<file path="config.mk">
export PLATFORM = sky130hd
export DESIGN_NAME = io_bank_cfg
export DESIGN_NICKNAME = d
export VERILOG_FILES = /design/src/rtl/io_bank_pkg.sv /design/src/rtl/io_bank_cfg_chain.sv /design/src/rtl/io_bank_cfg.sv
export SDC_FILE = /design/constraint.sdc
export NUM_CORES = 1
export LEC_CHECK = 0
export CAP_MARGIN = 20
export CORE_ASPECT_RATIO = 0.75
export CORE_MARGIN = 5
export CORE_UTILIZATION = 42
export DETAILED_ROUTE_END_ITERATION = 8
export PLACE_DENSITY = 0.85
export SYNTH_ARGS = -nofsm -noshare
export SYNTH_HDL_FRONTEND = slang
export SYNTH_SLANG_ARGS = --single-unit
</file>
<file path="constraint.sdc">
create_clock -name prog_clk -period 1.2 [get_ports prog_clk]
set_input_delay 0.24 -clock prog_clk [delete_from_list [all_inputs] [get_ports prog_clk]]
set_output_delay 0.24 -clock prog_clk [all_outputs]
set_load 0.05 [all_outputs]
</file>
<file path="src/rtl/io_bank_pkg.sv">
// Shared constants, FSM encoding and counter sizing for the io_bank configuration tile.
// No timing of its own: this package holds declarations only.
package io_bank_pkg;

   localparam int CFG_BITS_PER_IO = 2;
   localparam int CFG_OE          = 0;
   localparam int CFG_INV         = 1;

   typedef enum logic [1:0] {
      IDLE   = 2'd0,
      SHIFT  = 2'd1,
      ACTIVE = 2'd2
   } cfg_state_e;

   // Counter must reach CHAIN_LEN+1 so an overshift stays distinguishable from a full load.
   function automatic int cnt_width(input int chain_len);
      return $clog2(chain_len + 2);
   endfunction

endpackage

</file>
<file path="src/rtl/io_bank_cfg_chain.sv">
// Shadowed config chain segment: shift register, saturating bit counter, commit/capture control, FSM.
// Tail is registered (one bit per shift); commit is seen on the edge that samples load; readback via IO_BANK_READBACK_EN.
module io_bank_cfg_chain
   import io_bank_pkg::*;
#(
   parameter int CHAIN_LEN = 8
) (
   input  logic                 i_clk,
   input  logic                 i_rst_n,
   input  logic                 i_head,
   input  logic                 i_en,
   input  logic                 i_load,
`ifdef IO_BANK_READBACK_EN
   input  logic                 i_capture,
`endif
   output logic [CHAIN_LEN-1:0] o_active,
   output logic                 o_cfg_ready,
   output logic                 o_cfg_err,
   output logic                 o_tail
);

   localparam int              CW       = cnt_width(CHAIN_LEN);
   localparam logic [CW-1:0]   CNT_FULL = CW'(CHAIN_LEN);
   localparam logic [CW-1:0]   CNT_SAT  = CW'(CHAIN_LEN + 1);

   cfg_state_e             r_state, w_state_nxt;
   logic [CHAIN_LEN-1:0]   r_sr, w_sr_nxt;
   logic [CHAIN_LEN-1:0]   r_active, w_active_nxt;
   logic [CW-1:0]          r_cnt, w_cnt_nxt;
   logic                   r_ready, w_ready_nxt;
   logic                   r_err, w_err_nxt;

   logic w_cap;
   logic w_do_shift;
   logic w_do_commit;
   logic w_do_capture;
   logic w_accept;
   logic w_cnt_clr;
   logic w_conflict;

`ifdef IO_BANK_READBACK_EN
   assign w_cap = i_capture;
`else
   assign w_cap = 1'b0;
`endif

   assign w_do_shift   = i_en & ~i_load & ~w_cap;
   assign w_do_commit  = i_load & ~i_en & ~w_cap;
   assign w_do_capture = w_cap & ~i_en & ~i_load;
   assign w_accept     = w_do_commit & (r_cnt == CNT_FULL);
   // Any overlapping control request is rejected as a whole; only en+load still restarts the count.
   assign w_conflict   = (i_en & i_load) | (w_cap & (i_en | i_load));
   assign w_cnt_clr    = w_do_commit | w_do_capture | (i_en & i_load & ~w_cap);

   always_comb begin
      w_sr_nxt     = r_sr;
      w_cnt_nxt    = r_cnt;
      w_active_nxt = r_active;
      w_ready_nxt  = r_ready;
      w_err_nxt    = r_err;
      w_state_nxt  = r_state;

      if (w_do_shift) begin
         w_sr_nxt  = {r_sr[CHAIN_LEN-2:0], i_head};
         w_cnt_nxt = (r_cnt == CNT_SAT) ? r_cnt : r_cnt + 1'b1;
      end
      if (w_do_capture) begin
         w_sr_nxt = r_active;
      end
      if (w_cnt_clr) begin
         w_cnt_nxt = '0;
      end

      if (w_accept) begin
         w_active_nxt = r_sr;
         w_ready_nxt  = 1'b1;
         w_err_nxt    = 1'b0;
      end else if (w_do_commit || w_conflict) begin
         w_err_nxt = 1'b1;
      end

      if (w_do_shift) begin
         w_state_nxt = SHIFT;
      end else if (w_cnt_clr) begin
         w_state_nxt = w_ready_nxt ? ACTIVE : IDLE;
      end
   end

   always_ff @(posedge i_clk or negedge i_rst_n) begin
      if (!i_rst_n) begin
         r_state  <= IDLE;
         r_sr     <= '0;
         r_cnt    <= '0;
         r_active <= '0;
         r_ready  <= 1'b0;
         r_err    <= 1'b0;
      end else begin
         r_state  <= w_state_nxt;
         r_sr     <= w_sr_nxt;
         r_cnt    <= w_cnt_nxt;
         r_active <= w_active_nxt;
         r_ready  <= w_ready_nxt;
         r_err    <= w_err_nxt;
      end
   end

   assign o_active    = r_active;
   assign o_cfg_ready = r_ready;
   assign o_cfg_err   = r_err;
   assign o_tail      = r_sr[CHAIN_LEN-1];

endmodule

</file>
<file path="src/rtl/io_bank_cfg.sv">
// Multi-channel embedded I/O bank tile: per-channel direction/polarity from a shadowed ccff segment (IO_BANK_READBACK_EN adds capture).
// Pad/fabric paths are purely combinational; isolation gates with zero latency; no backpressure.
module io_bank_cfg
   import io_bank_pkg::*;
#(
   parameter int NUM_IO = 4
) (
   input  logic              prog_clk,
   input  logic              prog_reset_n,
   input  logic              IO_ISOL_N,
   input  logic              ccff_head,
   input  logic              ccff_en,
   input  logic              ccff_load,
`ifdef IO_BANK_READBACK_EN
   input  logic              ccff_capture,
`endif
   output logic              ccff_tail,
   output logic              cfg_ready,
   output logic              cfg_err,
   input  logic [NUM_IO-1:0] gfpga_pad_EMBEDDED_IO_HD_SOC_IN,
   output logic [NUM_IO-1:0] gfpga_pad_EMBEDDED_IO_HD_SOC_OUT,
   output logic [NUM_IO-1:0] gfpga_pad_EMBEDDED_IO_HD_SOC_DIR,
   input  logic [NUM_IO-1:0] io_outpad,
   output logic [NUM_IO-1:0] io_inpad
);

   localparam int CHAIN_LEN = CFG_BITS_PER_IO * NUM_IO;

   logic [CHAIN_LEN-1:0] w_active;
   logic                 w_safe;

   io_bank_cfg_chain #(.CHAIN_LEN(CHAIN_LEN)) u_chain (
      .i_clk       (prog_clk),
      .i_rst_n     (prog_reset_n),
      .i_head      (ccff_head),
      .i_en        (ccff_en),
      .i_load      (ccff_load),
`ifdef IO_BANK_READBACK_EN
      .i_capture   (ccff_capture),
`endif
      .o_active    (w_active),
      .o_cfg_ready (cfg_ready),
      .o_cfg_err   (cfg_err),
      .o_tail      (ccff_tail)
   );

   assign w_safe = IO_ISOL_N & cfg_ready;

   for (genvar gi = 0; gi < NUM_IO; gi++) begin : g_ch
      logic w_oe;
      logic w_inv;
      assign w_oe  = w_active[CFG_BITS_PER_IO*gi + CFG_OE];
      assign w_inv = w_active[CFG_BITS_PER_IO*gi + CFG_INV];

      assign gfpga_pad_EMBEDDED_IO_HD_SOC_DIR[gi] = ~(w_safe & w_oe);
      assign gfpga_pad_EMBEDDED_IO_HD_SOC_OUT[gi] = w_safe & w_oe & (io_outpad[gi] ^ w_inv);
      assign io_inpad[gi] = w_safe & ~w_oe & (gfpga_pad_EMBEDDED_IO_HD_SOC_IN[gi] ^ w_inv);
   end

endmodule

</file>
==> reports/qor.tcl, run 1 <==
set qor(grt_pass1_vias) 947
set qor(clock-skew-final_ns) 0.0102
set qor(path_cells) {xnor2_1, nor3_4, buf_12}
set qor(fp.dieW_um) 68.8
set qor(final.setup.worst_slack_ns) -0.403
set qor(post-synth-top-count-cell) {sky130_fd_sc_hd__dfrtp_1}
set qor(setup_repair_after_global_routing_missed_its_margin) {yes}
set qor(grt_start_max_net_pins) 23
set qor(post_synth_mux_area_share) 0.213
set qor(cts_max_level) 1
set qor(leak_pwr_nw) 0.898
set qor(clkTransAtPathRegs_ns) 0.12
set qor(overflow) 0
set qor(max_slew.worst_pin.slew_ns) 0.296
set qor(cp_max_fo) 3
set qor(cts_root_buffer) {sky130_fd_sc_hd__clkbuf_4}
set qor(dpl_cell_area_sq_um) 1810
set qor(report.final.hold_viol_count) 0
set qor(final_min_period_over_clock_period) 1.34
set qor(start_kind) {flop}
set qor(syn_inst) 86
set qor(period_needed_ns) 1.60
set qor(cts_hold_repair.buffers) 0
set qor(synthTopCellsByArea) {sky130_fd_sc_hd__dfrtp_1 51%, sky130_fd_sc_hd__mux2_4 11%, sky130_fd_sc_hd__mux2_2 9.3%}
set qor(compound_gate_portion_of_the_synthesized_area) 0.0184
set qor(clock_insertion_delay_worst_skew_ns) 0.32
set qor(fp.dieArea_sq_um) 3720
set qor(globalplace.congestion) 0.745
set qor(seq_power_share) 0.517
set qor(total_power_of_the_final_layout_w) 0.00187
set qor(max_stage_delay_ns) 0.45
set qor(post_drt_wl_per_cell_um) 17.9
set qor(synth_async_sr_flop_share) 1.00
set qor(cts.sink_count) 22
set qor(critPathCaptureType) {primary output}
set qor(cp_slowest_cell) {sky130_fd_sc_hd__dfrtp_1}
set qor(yosys_warnings) 0
set qor(yosys.cell_types.count) 22
set qor(finalMaxSlewViolations) 0
set qor(detail_route.iter0.violations) 18
set qor(synthesis.area_per_instance_sq_um) 12.6
set qor(largest_family_of_logic_cells_by_synthesized_area) {multiplexers}
set qor(drt_pass_1_iters) 4
set qor(dieHeight_um) 54.1
set qor(synth.cell_area_sq_um) 1090
set qor(clock_power_share) 0.220
set qor(vias) 908
set qor(synth-edff-count) 0
set qor(whs_ns) 0.241
set qor(synth_top_flop_cell) {sky130_fd_sc_hd__dfrtp_1}
set qor(drive_gt1_frac) 0.683
set qor(synth_area_leader_cell) {sky130_fd_sc_hd__dfrtp_1}
set qor(routed_wirelength_um) 3250
set qor(floorplan.rows) 16
set qor(clock_tree_from_tritoncts) {yes}
set qor(start_util) 0.428
set qor(remaining_drc_errors) 0
set qor(wire_length_of_the_first_global_routing_pass_um) 4530
set qor(num_io_pins) 29
set qor(power_report.internal_total_w) 0.00132
set qor(syn_nets) 103
set qor(initial_antenna_violation_count) 0
set qor(outcome) {complete, but fails checks}
set qor(fp.coreArea_sq_um) 2540
set qor(globalRouteTotalUtil) 0.170
set qor(ys_seq_area_frac) 0.506
set qor(synth_xor_xnor_area_share) 0.0725
set qor(worst_setup_path_startpoint) {u_chain.o_active[3]}
set qor(critical_path_required_ns) 0.96
set qor(combPwrFrac) 0.263
set qor(insertedDiodeCount) 0
set qor(failed_checks) {negative setup slack}
set qor(timing.fmax_mhz) 624
set qor(inserted_clock_buffers) 3
set qor(synth-simple-area-share) 0.137
set qor(cts-root-to-sink-buffers) 2
set qor(route.detailed.vias_per_inst) 5.02
set qor(final_net_count) 163
set qor(max-vdd-ir-drop_mv) 1.01
set qor(final-setup-viol-count) 26
set qor(timing.slew.headroom) 0.801
set qor(synth_seq_cells) 22
set qor(switching_share) 0.292
set qor(buf_inv_stages_crit_path) 1
set qor(power_density_nw_per_um2) 885
set qor(finalInstanceArea_sq_um) 2110
set qor(worst-endpoint-arrival_ns) 1.36
set qor(top_family_by_delay_on_critical_path) {flip-flops}
set qor(regToRegStartpoint) {u_chain.r_cnt[2]}
set qor(ys_top_cells_by_count) {22 x sky130_fd_sc_hd__dfrtp_1, 9 x sky130_fd_sc_hd__mux2_2, 8 x sky130_fd_sc_hd__mux2_4, 8 x sky130_fd_sc_hd__xnor2_1, 7 x sky130_fd_sc_hd__nor2_1}
set qor(netSwitchingPower_w) 0.000546
set qor(area_growth_synth_to_finish_pct) 94.1
set qor(timing.setup.critical_path_class) {flop to primary output}
set qor(port-buffer-count) 28
set qor(yosys.area.top_type_share) 0.506
set qor(max-cap-violations) 0
set qor(hold_path.class) {primary input to async pin}
set qor(final_core_utilization) 0.830
set qor(detailedPlacementHpwl_um) 2100
set qor(synth_adder_area_share) 0.0345
set qor(drt.antenna.violating_nets) 0
==> layout make-up <==
class / instances / area (sq um)
Sequential cell: 22 / 559
Multi-Input combinational cell: 60 / 758
Fill cell: 116 / 432
Inverter: 2 / 7.51
Timing Repair Buffer: 57 / 704
Clock buffer: 4 / 36.3
Tap cell: 36 / 45.0
==> cell usage in the layout (no fill, tap or decap), types with 2 or more instances in the layout <==
cell type and count:
sky130_fd_sc_hd__clkbuf_4 3, sky130_fd_sc_hd__nor2_1 3, sky130_fd_sc_hd__o21a_1 2, sky130_fd_sc_hd__xnor2_1 3
sky130_fd_sc_hd__mux2_2 9, sky130_fd_sc_hd__buf_12 18, sky130_fd_sc_hd__buf_6 6, sky130_fd_sc_hd__nor2_4 4
sky130_fd_sc_hd__nand2b_1 3, sky130_fd_sc_hd__clkdlybuf4s50_1 10, sky130_fd_sc_hd__dlygate4sd2_1 3, sky130_fd_sc_hd__nand2_8 2
sky130_fd_sc_hd__ha_4 3, sky130_fd_sc_hd__inv_2 2, sky130_fd_sc_hd__dfrtp_2 4, sky130_fd_sc_hd__buf_4 20
sky130_fd_sc_hd__nor3_4 4, sky130_fd_sc_hd__mux2_4 8, sky130_fd_sc_hd__xnor2_2 5, sky130_fd_sc_hd__dfrtp_1 17
sky130_fd_sc_hd__nand3_4 4
==> stage by stage <==
| step | setup TNS [ns] | setup WS (ns) | cells |
|---|---|---|---|
| 6_report | -5.90 | -0.403 | 181 |
| 3_3_place_gp | -10.95 | -0.446 | 158 |
| 3_5_place_dp | -12.12 | -0.503 | 158 |
| 5_1_grt | -6.76 | -0.470 | 181 |
| 2_1_floorplan | -2.13 | -0.233 | 86 |
| 4_1_cts | -4.88 | -0.359 | 171 |
==> registers in the layout, summed over array words and instances (netlist names) <==
name and count:
u_chain.r_cnt 4, u_chain.r_sr 8, u_chain.o_active 8, u_chain.o_cfg_err 1
u_chain.o_cfg_ready 1
==> final timing paths <==
path / endpoint / slack (ns) / cells past startpoint
hold / removal: u_chain.o_active[0] / 0.24 / 2
setup / recovery: io_inpad[1] / -0.40 / 3
min in group prog_clk: u_chain.r_cnt[2] / 0.49 / 3
max in group asynchronous: u_chain.o_active[5] / 0.80 / 2
setup reg to reg: u_chain.o_active[4] / -0.20 / 4
hold reg to reg: u_chain.r_sr[4] / 0.55 / 1
==> layer usage <==
layer,track usage,vias to the layer above,part of all wire
met1,0.176,449,0.40
met4,0.0680,0,0.021
li1,-,416,-
met5,0,-,0
met2,0.328,36,0.52
met3,0.0397,7,0.064
==> power groups by stage <==
| stage | Sequential (W) | Combinational, W | Clock [W] |
|---|---|---|---|
| 4_1_cts | 0.000960 | 0.000463 | 0.000405 |
| 6_report | 0.000966 | 0.000491 | 0.000411 |
| 5_1_grt | 0.000976 | 0.000520 | 0.000437 |
| 2_1_floorplan | 0.000988 | 0.000169 | 0 |
| 3_3_place_gp | 0.000955 | 0.000406 | 0 |
| 3_5_place_dp | 0.000970 | 0.000420 | 0 |
==> repair_timing <==
action                     CTS  global route
setup endpoints to repair   31            24
resized for setup           18            13
pin swaps                   14            11
buffers inserted             9            11
==> cell families after synthesis <==
kind of cell / after synthesis
and+or+nand+nor: 27
DFF: 22
muxes: 18
xor gates and xnor gates: 9
buffers and inverters: 4
AOI/OAI and AO/OA: 3
adders and majority gates: 3
Note: power is estimated with default switching activity, not from simulation.
==> inputs of run 2 (changes only) <==
CORE_MARGIN = 3   (was 5)
CORE_UTILIZATION = 54   (was 42)
DONT_BUFFER_PORTS = 1   (was not set)
PLACE_DENSITY = 0.83   (was 0.85)
==> run 2 against run 1 <==
The flow now stops in 5_1_grt; synthesized cell count is the same; area after synthesis stayed put.
==> reports/qor.tcl, run 2 <==
set qor(post_synth_mux_area_share) 0.213 ;# unchanged
set qor(first-error) {[ERROR DPL-0033] detailed placement checks failed during check placement.}
set qor(cts.sink_count) 22 ;# unchanged
set qor(compound_gate_portion_of_the_synthesized_area) 0.0184 ;# unchanged
set qor(globalplace.congestion) 0.702 ;# -5.8%
set qor(yosys.cell_types.count) 22 ;# unchanged
set qor(synth-edff-count) 0 ;# unchanged
set qor(largest_family_of_logic_cells_by_synthesized_area) {multiplexers}
set qor(worst_endpoint_kind) {primary output}
set qor(post-synth-top-count-cell) {sky130_fd_sc_hd__dfrtp_1}
set qor(synthesis.area_per_instance_sq_um) 12.6 ;# unchanged
set qor(syn_nets) 103 ;# unchanged
set qor(synth_area_leader_cell) {sky130_fd_sc_hd__dfrtp_1}
set qor(ys_top_cells_by_count) {22 x sky130_fd_sc_hd__dfrtp_1, 9 x sky130_fd_sc_hd__mux2_2, 8 x sky130_fd_sc_hd__mux2_4, 8 x sky130_fd_sc_hd__xnor2_1, 7 x sky130_fd_sc_hd__nor2_1}
set qor(yosys_warnings) 0 ;# unchanged
set qor(dieHeight_um) 44.9 ;# -17%
set qor(port-buffer-count) 0 ;# -100%
set qor(grt_start_max_net_pins) 23
set qor(syn_inst) 86 ;# unchanged
set qor(synth-simple-area-share) 0.137 ;# unchanged
set qor(synthTopCellsByArea) {sky130_fd_sc_hd__dfrtp_1 51%, sky130_fd_sc_hd__mux2_4 11%, sky130_fd_sc_hd__mux2_2 9.3%}
set qor(fp.dieW_um) 57.8 ;# -16%
set qor(start_util) 0.597 ;# +0.169
set qor(synth_xor_xnor_area_share) 0.0725 ;# unchanged
set qor(synth_seq_cells) 22 ;# unchanged
set qor(synth_adder_area_share) 0.0345 ;# unchanged
set qor(num_io_pins) 29 ;# unchanged
set qor(haltStage) {5_1_grt}
set qor(initial_antenna_violation_count) 0
set qor(cts_max_level) 1 ;# unchanged
set qor(detailedPlacementHpwl_um) 1880 ;# -10%
set qor(synth_async_sr_flop_share) 1.00 ;# unchanged
set qor(synth.cell_area_sq_um) 1090 ;# unchanged
set qor(floorplan.rows) 13 ;# -3
set qor(synth_top_flop_cell) {sky130_fd_sc_hd__dfrtp_1}
set qor(outcome) {stopped before the end}
set qor(inserted_clock_buffers) 3 ;# unchanged
set qor(cts_root_buffer) {sky130_fd_sc_hd__clkbuf_4}
set qor(cts-root-to-sink-buffers) 2 ;# unchanged
set qor(ys_seq_area_frac) 0.506 ;# unchanged
set qor(crit_endpoint) {gfpga_pad_EMBEDDED_IO_HD_SOC_OUT[2]}
set qor(yosys.area.top_type_share) 0.506 ;# unchanged
-- run 2: what timing repair did --
item / CTS
buffers inserted: 7
hold endpoints to repair: 24
hold buffers: 2
pin swaps: 5
resized for setup: 15
endpoints found under the setup margin: 26
-- run 2: kinds of logic after synthesis --
family                     Yosys count
DFF                                 22
buffers and inverters                4
muxes                               18
adders and majority gates            3
and+or+nand+nor                     27
AOI/OAI and AO/OA                    3
xor gates and xnor gates             9
-- run 2: stage by stage --
| stage | cells | hold slack (ns) | setup WS [ns] | area (sq um) | setup TNS [ns] |
|---|---|---|---|---|---|
| global placement | 128 | -0.0551 | -0.0620 | 1530 | -0.474 |
| detailed placement | 128 | -0.0551 | -0.156 | 1530 | -1.07 |
| floorplan | 86 | -0.0556 | -0.233 | 1250 | -2.13 |
| CTS | 141 | 0.0389 | -0.359 | 1710 | -4.95 |
==> inputs of run 3 (changes only) <==
CORE_AREA = 3 3 64 66   (was not set)
CORE_ASPECT_RATIO = not set   (was 0.75)
CORE_MARGIN = not set   (was 3)
CORE_UTILIZATION = not set   (was 54)
DIE_AREA = 0 0 67 69   (was not set)
PLACE_DENSITY = not set   (was 0.83)
PLACE_DENSITY_LB_ADDON = 0.15   (was not set)
clock period = 1.55 ns   (was 1.2 ns; I/O delays follow)
==> run 3 against run 2 <==
The run now ends clean.
==> reports/qor.tcl, run 3 (synthesis results as in run 1) <==
set qor(critPathCaptureType) {primary output}
set qor(max_stage_delay_ns) 0.44
set qor(setup-tns-final_ns) 0
set qor(timing.fmax_mhz) 650
set qor(timing.slew.headroom) 0.658
set qor(critical_path_required_ns) 1.24
set qor(whs_ns) 0.105
set qor(drt.antenna.violating_nets) 0
set qor(setup_repair_after_global_routing_missed_its_margin) {yes}
set qor(instances_no_fill) 157
set qor(worst-endpoint-arrival_ns) 1.23
set qor(hold_path.class) {primary input to flop}
set qor(drt_pass_1_iters) 3
set qor(cts-root-to-sink-buffers) 2 ;# unchanged
set qor(fp.dieW_um) 67 ;# +16%
set qor(overflow) 0
set qor(cp_slowest_cell) {sky130_fd_sc_hd__dfrtp_2}
set qor(report.final.hold_viol_count) 0
set qor(final-setup-viol-count) 0
set qor(timing.setup.critical_path_class) {flop to primary output}
set qor(port-buffer-count) 0 ;# unchanged
set qor(num_io_pins) 29 ;# unchanged
set qor(inserted_clock_buffers) 3 ;# unchanged
set qor(path_cells) {xnor2_2, nor3_4, buf_12}
set qor(final_net_count) 127
set qor(start_kind) {flop}
set qor(clkTransAtPathRegs_ns) 0.08
set qor(clock-skew-final_ns) 0.00282
set qor(place.detailed.instances) 146 ;# +14%
set qor(floorplan.rows) 22 ;# +9
set qor(final.fill_count) 353
set qor(clock_tree_from_tritoncts) {yes}
set qor(globalRouteTotalUtil) 0.106
set qor(grt_pass1_vias) 768
set qor(grt_start_max_net_pins) 23
set qor(dieHeight_um) 69 ;# +54%
set qor(area_growth_synth_to_finish_pct) 46.1
set qor(top_family_by_delay_on_critical_path) {flip-flops}
set qor(drive_gt1_frac) 0.569
set qor(cp_max_fo) 3
set qor(fp.coreArea_sq_um) 3630
set qor(initial_antenna_violation_count) 0
set qor(finalMaxSlewViolations) 0
set qor(layout.cells.most_common_list) {19 x sky130_fd_sc_hd__dfrtp_1, 11 x sky130_fd_sc_hd__buf_4, 9 x sky130_fd_sc_hd__mux2_2}
set qor(start_util) 0.299 ;# -0.298
set qor(routed_wirelength_um) 2160
set qor(insertedDiodeCount) 0
set qor(cts_max_level) 1 ;# unchanged
set qor(buf_inv_stages_crit_path) 1
set qor(final_core_utilization) 0.437
set qor(wire_length_of_the_first_global_routing_pass_um) 3770
set qor(outcome) {completed}
set qor(remaining_drc_errors) 0
set qor(detail_route.iter0.violations) 13
set qor(clock_insertion_delay_worst_skew_ns) 0.26
set qor(cts.sink_count) 22 ;# unchanged
set qor(max-vdd-ir-drop_mv) 0.379
set qor(globalplace.congestion) 0.674 ;# -4.0%
set qor(multi_input_area_sq_um) 642
set qor(cts_root_buffer) {sky130_fd_sc_hd__clkbuf_8}
set qor(vias) 719
set qor(max-cap-violations) 0
set qor(post_drt_wl_per_cell_um) 13.8
set qor(power_density_nw_per_um2) 814
set qor(most_common_library_cell_in_the_layout_ignoring_fill_and_taps) {sky130_fd_sc_hd__dfrtp_1}
set qor(final_min_period_over_clock_period) 0.992
set qor(route.detailed.vias_per_inst) 4.58
set qor(fp.dieArea_sq_um) 4620
set qor(total_power_of_the_final_layout_w) 0.00129
set qor(period_needed_ns) 1.54
set qor(layout.area.seq_sq_um) 554
set qor(leak_pwr_nw) 0.675
set qor(max_slew.worst_pin.slew_ns) 0.512
## run 3: final timing paths
kind                       cells after the start  slack, ns                   to                 from
min                                            1       0.10     u_chain.r_cnt[2]            ccff_load
min reg2reg                                    1       0.53  u_chain.o_active[6]      u_chain.r_sr[6]
max                                            3       0.01          io_inpad[1]  u_chain.o_active[3]
max in group asynchronous                      2       0.83  u_chain.o_active[3]         prog_reset_n
min in group asynchronous                      1       0.34  u_chain.o_active[6]         prog_reset_n
max reg2reg                                    5       0.18     u_chain.r_cnt[2]     u_chain.r_cnt[1]
## run 3: metrics by stage
| step | worst slack (ns) | area, sq um |
|---|---|---|
| after global placement | 0.224 | 1440 |
| final | 0.0124 | 1590 |
| after floorplan | -0.0863 | 1190 |
| after detailed placement | 0.190 | 1440 |
| after CTS | 0.0225 | 1520 |
| after global routing | -0.0426 | 1590 |
## run 3: timing repair
item / CTS / global route
gates resized for setup: 1 / 5
endpoints found under the hold margin: 22 / 0
setup endpoints to repair: 4 / 7
pin swaps: 0 / 3
hold buffers: 1 / 0
buffers inserted: 3 / 2
## run 3: where the power goes
| part | internal, W | switching (W) | total [W] |
|---|---|---|---|
| combinational | 0.000102 | 0.0000560 | 0.000158 |
| sequential | 0.000660 | 0.000114 | 0.000774 |
| clock | 0.000183 | 0.000178 | 0.000361 |
## run 3: cell type report
type / instances / share of cell area
clock buffers: 4 / 0.0283
inverters: 2 / 0.00472
multi-input cells: 60 / 0.404
flip-flops and latches: 22 / 0.349
well taps: 48 / 0.0378
repair buffers: 21 / 0.176
## run 3: layer usage
metal | global-route usage | vias up | wire length [um]
li1 | - | 341 | -
met1 | 0.126 | 358 | 901
met2 | 0.175 | 18 | 1100
met3 | 0.0261 | 2 | 137
met4 | 0.0473 | 0 | 23
met5 | 0 | - | 0
